[src/rtl/fetch_stage.sv]
// rtl/fetch_stage.sv - instruction fetch stage with IF/ID pipeline register
module fetch_stage #(
    parameter logic [31:0] RESET_PC  = 32'h0000_0000,
    parameter logic [31:0] NOP_INSTR = 32'h0000_0013
) (
    input  logic        clk,
    input  logic        rst,
    input  logic        stall,
    input  logic        redirect_valid,
    input  logic [31:0] redirect_pc,
    output logic        imem_req,
    output logic [31:0] imem_addr,
    input  logic        imem_gnt,
    input  logic        imem_rvalid,
    input  logic [31:0] imem_rdata,
    output logic [31:0] instruction_out,
    output logic [31:0] pc_out,
    output logic        if_valid,
    output logic        id_flush
);

    typedef enum logic [1:0] {
        S_REQ  = 2'd0,
        S_WAIT = 2'd1,
        S_FULL = 2'd2
    } state_t;

    state_t      r_state;
    logic [31:0] r_pc;
    logic [31:0] r_req_pc;
    logic        r_drop;
    logic [31:0] r_buf_instr;
    logic [31:0] r_buf_pc;
    logic        r_if_valid;
    logic [31:0] r_instr;
    logic [31:0] r_pc_out;

    state_t      w_next_state;
    logic        w_pc_adv;
    logic        w_deliver;
    logic [31:0] w_del_instr;
    logic [31:0] w_del_pc;
    logic        w_buf_load;
    logic        w_drop_next;
    logic [31:0] w_redirect_pc;

    // Low two bits of the redirect target are discarded to keep fetches word aligned.
    assign w_redirect_pc   = redirect_pc & ~32'd3;

    assign imem_req        = (r_state == S_REQ) && !redirect_valid;
    assign imem_addr       = r_pc;
    assign instruction_out = r_instr;
    assign pc_out          = r_pc_out;
    assign if_valid        = r_if_valid;
    assign id_flush        = ~r_if_valid;

    // Next-state and datapath control: redirect wins over every other event.
    always_comb begin
        w_next_state = r_state;
        w_pc_adv     = 1'b0;
        w_deliver    = 1'b0;
        w_del_instr  = r_buf_instr;
        w_del_pc     = r_buf_pc;
        w_buf_load   = 1'b0;
        w_drop_next  = r_drop;
        case (r_state)
            S_REQ: begin
                if (!redirect_valid && imem_gnt) begin
                    w_pc_adv     = 1'b1;
                    w_next_state = S_WAIT;
                end
            end
            S_WAIT: begin
                if (redirect_valid) begin
                    if (imem_rvalid) begin
                        w_drop_next  = 1'b0;
                        w_next_state = S_REQ;
                    end else begin
                        w_drop_next  = 1'b1;
                    end
                end else if (imem_rvalid) begin
                    w_next_state = S_REQ;
                    if (r_drop) begin
                        w_drop_next = 1'b0;
                    end else if (!stall) begin
                        w_deliver   = 1'b1;
                        w_del_instr = imem_rdata;
                        w_del_pc    = r_req_pc;
                    end else begin
                        w_buf_load   = 1'b1;
                        w_next_state = S_FULL;
                    end
                end
            end
            S_FULL: begin
                if (redirect_valid) begin
                    w_next_state = S_REQ;
                end else if (!stall) begin
                    w_deliver    = 1'b1;
                    w_next_state = S_REQ;
                end
            end
            default: begin
                w_next_state = S_REQ;
            end
        endcase
    end

    // State register, PC, skid buffer and drop flag.
    always_ff @(posedge clk) begin
        if (rst) begin
            r_state     <= S_REQ;
            r_pc        <= RESET_PC;
            r_req_pc    <= 32'd0;
            r_drop      <= 1'b0;
            r_buf_instr <= 32'd0;
            r_buf_pc    <= 32'd0;
        end else begin
            r_state <= w_next_state;
            r_drop  <= w_drop_next;
            if (redirect_valid) begin
                r_pc <= w_redirect_pc;
            end else if (w_pc_adv) begin
                r_req_pc <= r_pc;
                r_pc     <= r_pc + 32'd4;
            end
            if (w_buf_load) begin
                r_buf_instr <= imem_rdata;
                r_buf_pc    <= r_req_pc;
            end
        end
    end

    // IF/ID register: redirect squashes, stall holds, otherwise load or bubble.
    always_ff @(posedge clk) begin
        if (rst) begin
            r_if_valid <= 1'b0;
            r_instr    <= NOP_INSTR;
            r_pc_out   <= 32'd0;
        end else if (redirect_valid) begin
            r_if_valid <= 1'b0;
            r_instr    <= NOP_INSTR;
        end else if (w_deliver) begin
            r_if_valid <= 1'b1;
            r_instr    <= w_del_instr;
            r_pc_out   <= w_del_pc;
        end else if (!stall) begin
            r_if_valid <= 1'b0;
            r_instr    <= NOP_INSTR;
        end
    end

endmodule

[config.mk]
export PLATFORM = sky130hd
export DESIGN_NAME = fetch_stage
export DESIGN_NICKNAME = d
export VERILOG_FILES = /design/src/rtl/fetch_stage.sv
export SDC_FILE = /design/constraint.sdc
export NUM_CORES = 1
export LEC_CHECK = 0
export CAP_MARGIN = 10
export CORE_MARGIN = 2
export CORE_UTILIZATION = 55
export CTS_CLUSTER_DIAMETER = 40
export DETAILED_ROUTE_END_ITERATION = 7
export PLACE_DENSITY = 0.83
export SYNTH_ARGS = -nofsm -noshare
export SYNTH_HDL_FRONTEND = slang
export SYNTH_SLANG_ARGS = --single-unit
[constraint.sdc]
create_clock -name clk -period 6.38 [get_ports clk]
set_clock_uncertainty 0.1 [all_clocks]
set_input_delay 1.595 -clock clk [delete_from_list [all_inputs] [get_ports clk]]
set_output_delay 1.595 -clock clk [all_outputs]
set_load 0.01 [all_outputs]
### Word-level counts from Yosys, hierarchy flattened

Cells that the tools add are included.

| operators by class | value |
|---|---|
| equality and inequality tests | 6 |
| $add $sub $neg | 1 |
| reduce and logical (&&, ||, !) cells | 11 |
| mux-type cells | 39 |
| bitwise gates (word level) | 2 |

Operator list:

| operator | number |
|---|---|
| 32-bit 2-to-1 mux | 12 |
| 32-bit by 3-bit adder with 32-bit output (second input constant) | 1 |
| 1-bit 2-to-1 mux | 17 |
| 2-bit 2-to-1 mux | 8 |
| 2-bit case mux with 3 select lines | 1 |
| 2-bit AND reduction | 3 |
| 2-bit by 1-bit inequality test with 1-bit output (second input constant) | 2 |
| 2-bit nonzero test | 2 |
| 3-bit inequality test (second input constant) | 1 |
| 3-bit AND reduction | 1 |
| 2-bit by 1-bit equality test with 1-bit output (second input constant) | 1 |
| 2-bit equality test (second input constant) | 1 |
| 1-bit logical AND | 2 |
| 2-bit logical NOT | 1 |
| 2-bit inequality test (second input constant) | 1 |
| 1-bit inverter | 2 |
| 1-bit case mux with 2 select lines | 1 |
| 2-bit OR reduction | 1 |
| 1-bit logical NOT | 1 |

| storage, ports and cells | value |
|---|---|
| bits in registers | 196 |
| input port bits | 70 |
| output and inout port bits | 99 |

### Logic depth before layout (Yosys ltp)

Gate-level depths: netlist (run 1).

| logic depth | value |
|---|---|
| word-level depth | 6 |
| depth in mapped cells | 8 |
| mapped depth without buffers | 6 |

### Worst setup path after synthesis (run 1)

OpenSTA, ideal clock, no wires.

| path | value |
|---|---|
| path type | in2out |
| start | in redirect_valid |
| end | out imem_req |
| buffers on the path | 3 |
| arrival time | 2.513 ns |
| data required time | 4.685 ns |
| stages | 4 |
| slack | 2.172 ns |
| path through | clkbuf_1 -> clkbuf_1 -> clkbuf_1 -> nor2b_1 |

| on the way | value |
|---|---|
| longest elaborated chain between the ends | 2 |

RTL lines:

| what | RTL line | RTL |
|---|---|---|
| start, declared | 9 | `input logic redirect_valid,` |
| 1-bit logical NOT | 50 | `assign imem_req = (r_state == S_REQ) && !redirect_valid;` |
| 1-bit logical AND | 50 |  |
| end, declared | 11 | `output logic imem_req,` |

No other way between the ends.

### Worst setup path after layout (run 1)

Ends and elaborated chain as after synthesis.

==> impl_results.md, run 1 <==
- Run status: finished clean
- Final Slew Violations: 0
- Slew @ Worst Pin: approximately 1100 ps
- Critical path launch point type: input pin
- Maxcap violations: 0
- Worst Reg-to-Reg Cells: 6
- Worst hold path startpoint: r_buf_pc[13]
- Final setup viols: 0
- CTS Buffer Depth: 2
- Largest net degree at the start of global routing: 94
- Setup CP Type: input pin to primary output
- Drt pass-1 iters: 6
- Core area: 0.0145 sq mm
- DP Wirelength: approximately 13 mm
- Crit path launch: redirect_valid
- Gate Count Post-Synth: between 900 and 1k
- N_diodes: 0
- Final nets: 1,150
- Area delta synth->final: 26.6%
- Setup slack, reg-to-reg: 3740 ps
- CTS HTree Levels: 4
- Drt first-iter violations: approximately 570
- Cell Rows: between 40 and 50
- Post-cts resize count: 0
- Crit. End Element: primary output
- Final period util: 0.737
- HP Class: flip-flop to flip-flop
- CTS tree: built
- Top fanout value on the critical path: 39
- CTS clock-pin slew for the worst setup and hold paths: ~60 ps
- Ranking of synthesized cells by area: dfxtp_1 (46%), nand2_1 (10%), a21oi_1 (6.7%)
- Pleak: 3.34 nW
- VDD IR max: roughly 180 uV
- Die Y: roughly 130 microns
- Placed cell count: 1,241
- Total CTS buffers: 17
- EDFF count, synth: 0
- Port Buffer Count: ~160
- Unrepaired setup endpoints after global routing: false
- Slew HR: 0.258
- Grt total ovfl: 0
- CTS root buffer: clkbuf_16
- Die W: between 100 and 150 microns
- Top Ports: 169
- Worst reg2reg path startpoint: r_state[1]
- Initial antenna violation count: 0
- FILL cells: approximately 1.1k
- Clock latency at the later pin of the worst-skew pair: 430 ps
- WL final: approximately 21 mm
- Non-Filler Instances: about 1.3k
- Syn Std Cell Area: roughly 0.008 sq mm
- Synth top area share: 0.463
- Clock sink count: roughly 190
- Most frequent cells in the layout: nand2_1 (217), dfxtp_1 (188), clkdlybuf4s50_1 (161), a21oi_1 (109), nor2_1 (75)
- CP required: 4680 ps
- Hold-fix buffers, CTS: 0
- CP endpoint: imem_req
- Worst path arrival time: between 3000 and 4000 ps
- Vias post-DR: between 7k and 8k
- Die footprint: approximately 0.016 sq mm
- First-pass GRT wire length: between 30 and 40 mm
- PD cells: ~250 mW/mm^2
- Max Clk Rate: between 0.2 and 0.25 GHz
- #FFs+latches synth: approximately 190
- Final min period: about 4700 ps
- Synth Warn #: 0
- Post-route ant nets: 0
- Commonest non-fill, non-tap cell in the layout: nand2_1
- Reg2Reg Capture Point: imem_addr[29]
- Leading area contributor after synthesis: dfxtp_1
- Layout cell share with drive strength beyond 1: 0.0817
- Fraction of registers with async set or reset after synthesis: 0
- Cell variety after synth: slightly above 60
- Postcts setup bufs: 0
- Initial Util: 0.561
- Main synth FF type: dfxtp_1
- GP Congestion: 0.874
- Post-DR vias/cell: 5.77
- Routed len/inst: between 15 and 20 microns
- Seq/Total Area, Yosys: 0.463
- All-Layer GR Usage: 0.257
- Syn Area/Cell: ~8.4 sq um
- Hold Vio Cnt, Final: 0
- Setup TNS: 0 ps
- DRC violations left: 0
- Vias in the first global route: 6,846
-- area by class of cell --
class                           instances  area (sq um)  share of cell area
Clock buffer                           20           457              0.0444
Clock inverter                         12           139              0.0135
Inverter                               11          41.3             0.00401
Multi-Input combinational cell        686          3960               0.385
Sequential cell                       188          3760               0.366
Tap cell                              184           230              0.0224
Timing Repair Buffer                  172          1690               0.165
-- how the worst min path moves through the flow --
| stage | end | slack [ps] | cells after the start |
|---|---|---|---|
| after global routing | r_buf_instr[9] | 370 | 2 |
| after CTS | r_buf_instr[20] | 350 | 2 |
| final | r_buf_pc[13] | 350 | 2 |
| after floorplan | r_buf_instr[10] | 330 | 2 |
| after global placement | r_buf_instr[15] | 340 | 2 |
| after detailed placement | r_buf_pc[26] | 350 | 2 |
-- flip-flops by register name, summed over array words and instances (netlist names) --
signal           count
if_valid             1
imem_addr           30
instruction_out     32
pc_out              30
r_buf_instr         32
r_buf_pc            30
r_drop               1
r_req_pc            30
r_state              2
-- metrics by stage --
step / total power, mW / cell area (sq um) / setup slack [ps] / hold slack (ps) / utilization
4_1_cts: 2.56 / 10300 / 1680 / 355 / 0.711
2_1_floorplan: 1.40 / 8140 / 2170 / 334 / -
3_5_place_dp: 1.52 / 9690 / 1700 / 346 / 0.669
3_3_place_gp: 1.51 / 9690 / 1690 / 340 / 0.669
5_1_grt: 2.64 / 10300 / 1590 / 367 / 0.711
6_report: 2.55 / 10300 / 1680 / 352 / 0.711
-- where the power goes --
part           internal [mW]  switching, mW
registers               1.20         0.0366
logic                  0.121          0.134
clock network          0.602          0.458
total                   1.92          0.629
-- synthesized netlist by cell type, drive strengths merged (6+ instances only) --
| cell type | count |
|---|---|
| o31ai | 6 |
| a21oi | 109 |
| nand4 | 11 |
| a22oi | 30 |
| o211ai | 6 |
| buf | 13 |
| nand3 | 21 |
| nor2 | 75 |
| or4 | 15 |
| inv | 11 |
| o311ai | 7 |
| and2 | 7 |
| a211oi | 31 |
| nand2 | 219 |
| mux2 | 30 |
| mux2i | 34 |
| a31oi | 12 |
| clkbuf | 69 |
| or3 | 6 |
| dfxtp | 188 |
-- cell families after synthesis --
group	after synthesis	share of synthesized area
AO/OA/AOI/OAI	224	0.176
XOR/XNOR	2	0.00216
adder cells (fa/ha/maj)	4	0.00616
buffers and inverters	93	0.0540
flip-flops	188	0.463
multiplexers	64	0.0834
other	1	0.000461
AND/OR/NAND/NOR	388	0.214
-- critical path, cell delays in order --
cell	delay (ps)
clkdlybuf4s50_1	450
buf_4	360
nor2b_1	100
clkdlybuf4s50_1	490
-- routing by layer --
layer,vias up,global-route usage,share of wire
li1,3617,-,-
met1,3489,0.343,0.45
met2,213,0.416,0.48
met4,0,0.0902,0.018
met5,-,0,0
met3,30,0.0501,0.058
Power figures use the tool's default switching activity.
==> run 2: changes to the inputs <==
--- a/config.mk
+++ b/config.mk
@@ -7,10 +7,10 @@
 export LEC_CHECK = 0
 export CAP_MARGIN = 10
 export CORE_MARGIN = 2
-export CORE_UTILIZATION = 55
+export CORE_UTILIZATION = 51
 export CTS_CLUSTER_DIAMETER = 40
 export DETAILED_ROUTE_END_ITERATION = 7
-export PLACE_DENSITY = 0.83
+export PLACE_DENSITY = 0.78
 export SYNTH_ARGS = -nofsm -noshare
 export SYNTH_HDL_FRONTEND = slang
 export SYNTH_SLANG_ARGS = --single-unit
==> constraint.sdc (replaced) <==
create_clock -name clk -period 4.9 [get_ports clk]
set_clock_uncertainty 0.1 [all_clocks]
set_input_delay 1.225 -clock clk [delete_from_list [all_inputs] [get_ports clk]]
set_output_delay 1.225 -clock clk [all_outputs]
set_load 0.01 [all_outputs]
==> impl_results.md, run 2 (synthesis gave the netlist of run 1 again) <==
- Run status: finished clean
- Overall power: between 3 and 4 mW
- Drt first-iter violations: 623
- Initial antenna violation count: 0
- CP required: roughly 3600 ps
- Layout cell share with drive strength beyond 1: 0.0833
- N_diodes: 0
- Post-DR vias/cell: between 5 and 6
- GP Congestion: roughly 0.8
- Final period util: 0.751
- Final min period: 3680 ps
- Hold Vio Cnt, Final: 0
- Post-route cell area: 0.0103 sq mm
- Worst path arrival time: roughly 2400 ps
- Routed len/inst: about 16 microns
- Slew HR: 0.400
- Core area: between 0.015 and 0.02 sq mm
- Largest net degree at the start of global routing: 84
- Top Ports: between 150 and 200
- Grt total ovfl: 0
- DP Wirelength: around 13 mm
- CTS root buffer: clkbuf_16
- Critical path launch point type: input pin
- Postcts setup bufs: 0
- Placed cell count: ~1.3k
- Setup CP Type: input pin to primary output
- Pleak: between 3 and 4 nW
- Sw frac: 0.250
- Post-route ant nets: 0
- Hold-fix buffers, CTS: 0
- Die W: around 130 microns
- Most frequent cells in the layout: nand2_1 (217), dfxtp_1 (188), clkdlybuf4s50_1 (161), a21oi_1 (109), nor2_1 (75)
- VDD IR max: roughly 300 uV
- PD cells: between 300 and 400 mW/mm^2
- CTS HTree Levels: 4
- Cell Rows: 46
- Setup TNS: 0 ps
- FILL cells: around 1.3k
- Drt pass-1 iters: 5
- Die footprint: between 0.015 and 0.02 sq mm
- Clock sink count: 188
- Top fanout value on the critical path: 2
- Final nets: around 1.2k
- Vias in the first global route: 6,531
- Maxcap violations: 0
- Area delta synth->final: 26.9%
- DP Worst Slack: 1100 ps
- Commonest non-fill, non-tap cell in the layout: nand2_1
- Initial Util: 0.517
- All-Layer GR Usage: 0.243
- CTS clock-pin slew for the worst setup and hold paths: 60 ps
- DRC violations left: 0
- Non-Filler Instances: around 1.3k
- Slew @ Worst Pin: approximately 900 ps
- Vias post-DR: 7,288
- Logic pwr share: 0.103
- Total CTS buffers: 17
- HP Class: flip-flop to flip-flop
- Final setup viols: 0
- Psw: roughly 0.81 mW
- Unrepaired setup endpoints after global routing: false
- Clock latency at the later pin of the worst-skew pair: 430 ps
- Post-cts resize count: 0
- Cell Int Power: roughly 2.4 mW
- Fin Hold WS: approximately 350 ps
- CTS Buffer Depth: 2
- Clock power share: 0.399
- Final Slew Violations: 0
- Max Clk Rate: between 0.2 and 0.3 GHz
- Util after Layout: 0.657
- Port Buffer Count: ~160
- CTS tree: built
- Crit. End Element: primary output
- First-pass GRT wire length: about 33 mm
- Area after DPL: 0.00977 sq mm
- WL final: about 21 mm
- Flop pwr share: 0.498
- Die Y: around 130 microns
- Post-route setup slack: around 1200 ps
run 2: cell types whose count changed in the layout (fill, tap and decap cells not counted), moves of 2 or more:
cell | previous run | this run
buf_4 | 11 | 13
bufinv_16 | 2 | 0
clkbuf_8 | 2 | 4
clkinv_2 | 2 | 4
run 2: cell type report:
type                    count  area, sq um  share of cell area
flip-flops and latches    188         3760               0.365
well taps                 216          270              0.0262
inverters                  11         41.3             0.00400
multi-input cells         686         3960               0.384
clock buffers              23          488              0.0473
repair buffers            175         1730               0.168
clock inverters             9         61.3             0.00594
run 2: critical path, stage by stage:
cell	delay, ps
clkdlybuf4s50_1	440
nor2b_1	140
clkdlybuf4s50_1	550
run 2: routing by layer:
layer	wire, microns	global-route usage
met1	9450	0.326
met2	9620	0.388
met3	1330	0.0595
met4	363	0.0734
met5	0	0
run 2: power groups by stage:
stage / Sequential (mW) / Combinational (mW) / Clock (mW)
2_1_floorplan: 1.64 / 0.183 / 0
3_3_place_gp: 1.64 / 0.329 / 0
3_5_place_dp: 1.64 / 0.330 / 0
6_report: 1.61 / 0.333 / 1.29
5_1_grt: 1.62 / 0.359 / 1.37
4_1_cts: 1.61 / 0.332 / 1.31
run 2: worst paths after layout:
kind         depth (start not counted)       startpoint               to  slack [ps]
max                                  3   redirect_valid         imem_req        1220
min reg2reg                          2  r_buf_instr[19]  r_buf_instr[19]         350
min                                  2  r_buf_instr[19]  r_buf_instr[19]         350
max reg2reg                          7       r_state[0]    imem_addr[24]        2250
==> run 3: changes to the inputs <==
==> constraint.sdc (replaced) <==
create_clock -name clk -period 3.6 [get_ports clk]
set_clock_uncertainty 0.1 [all_clocks]
set_input_delay 0.9 -clock clk [delete_from_list [all_inputs] [get_ports clk]]
set_output_delay 0.9 -clock clk [all_outputs]
set_load 0.01 [all_outputs]
==> impl_results.md, run 3 (synthesis gave the netlist of run 1 again) <==
- Drt pass-1 iters: 6
- Vias post-DR: approximately 7.4k
- Core area: 0.0157 sq mm
- CP required: approximately 2600 ps
- Post-route ant nets: 0
- Clock sink count: 188
- Postcts setup bufs: 0
- Final period util: 0.853
- CTS HTree Levels: 4
- CTS tree: built
- Setup CP Type: input pin to primary output
- Slew @ Worst Pin: roughly 580 ps
- Max Clk Rate: between 0.3 and 0.4 GHz
- All-Layer GR Usage: 0.249
- GP Congestion: 0.871
- Unrepaired setup endpoints after global routing: false
- Port Buffer Count: around 160
- CTS clock-pin slew for the worst setup and hold paths: approximately 60 ps
- Total CTS buffers: 17
- Die footprint: between 0.015 and 0.02 sq mm
- Post-route cell area: roughly 0.010 sq mm
- Post-cts resize count: 0
- HP Class: flip-flop to flip-flop
- Maxcap violations: 0
- Top fanout value on the critical path: 4
- Hold Vio Cnt, Final: 0
- CTS Buffer Depth: 2
- DP Wirelength: approximately 14 mm
- N_diodes: 0
- Drt first-iter violations: ~700
- Routed len/inst: around 16 microns
- Initial antenna violation count: 0
- Area after DPL: ~0.0098 sq mm
- Final min period: between 3000 and 4000 ps
- Post-DR vias/cell: about 5.6
- Setup TNS: 0 ps
- VDD IR max: 323 uV
- Commonest non-fill, non-tap cell in the layout: nand2_1
- Final setup viols: 0
- WL final: 21.1 mm
- Slew HR: 0.614
- Pleak: 3.39 nW
- Cell Rows: 46
- Die Y: about 130 microns
- Final Slew Violations: 0
- PD cells: roughly 440 mW/mm^2
- DRC violations left: 0
- CTS root buffer: clkbuf_16
- Grt total ovfl: 0
- Worst path arrival time: slightly above 2000 ps
- Vias in the first global route: 6,526
- Final nets: 1,158
- Area delta synth->final: 28.3%
- Clock latency at the later pin of the worst-skew pair: approximately 430 ps
- Layout cell share with drive strength beyond 1: 0.0876
- Hold-fix buffers, CTS: 0
- Critical path launch point type: input pin
- First-pass GRT wire length: approximately 33 mm
- Die W: 130 microns
- Largest net degree at the start of global routing: 59
- Run status: finished clean
- Top Ports: around 170
- Initial Util: 0.517
- Crit. End Element: primary output
- Most frequent cells in the layout: nand2_1 (217), dfxtp_1 (188), clkdlybuf4s50_1 (161), a21oi_1 (109), nor2_1 (75)
## run 3: changes by cell type in the layout (fill, tap and decap cells not counted), sizes merged
| cell | before | now |
|---|---|---|
| buf | 14 | 19 |
| bufinv | 0 | 2 |
| clkinv | 6 | 4 |
| clkbuf | 23 | 22 |
## run 3: path summary, 6_finish.rpt
check | startpoint | end | slack, ps | cells past startpoint
setup / recovery | redirect_valid | imem_req | 530 | 3
hold / removal | r_buf_instr[0] | r_buf_instr[0] | 350 | 2
setup reg to reg | r_state[0] | imem_addr[15] | 1170 | 6
hold reg to reg | r_buf_instr[0] | r_buf_instr[0] | 350 | 2
## run 3: final cells by class
cell class | instances | area (sq um)
Timing Repair Buffer | 180 | 1790
Multi-Input combinational cell | 686 | 3960
Clock inverter | 9 | 111
Clock buffer | 22 | 484
Inverter | 11 | 41.3
Tap cell | 216 | 270
Sequential cell | 188 | 3760
Fill cell | 1318 | 5290
## run 3: per-stage QoR
| step | utilization | instances | worst slack [ps] | power, mW | hold WS, ps |
|---|---|---|---|---|---|
| CTS | 0.664 | 1312 | 504 | 4.57 | 355 |
| floorplan | - | 967 | 782 | 2.48 | 334 |
| detailed placement | 0.626 | 1281 | 413 | 2.70 | 346 |
| global placement | 0.626 | 1281 | 462 | 2.69 | 340 |
| global route | 0.664 | 1312 | 453 | 4.70 | 366 |
| finish | 0.664 | 1312 | 529 | 4.54 | 354 |
## run 3: metal layers
metal | vias to the layer above | part of all wire | global-route usage
met3 | 31 | 0.059 | 0.0611
met4 | 0 | 0.015 | 0.0753
met2 | 225 | 0.47 | 0.386
li1 | 3633 | - | -
met5 | - | 0 | 0
met1 | 3461 | 0.45 | 0.345
## run 3: critical path: stages
cell             delay [ps]
clkdlybuf4s50_1         480
nor2b_1                 140
clkdlybuf4s50_1         550
## run 3: power by group
| part | total [mW] | switching [mW] | internal (mW) |
|---|---|---|---|
| Sequential | 2.20 | 0.0662 | 2.13 |
| Clock | 1.89 | 0.791 | 1.10 |
| Combinational | 0.458 | 0.237 | 0.221 |
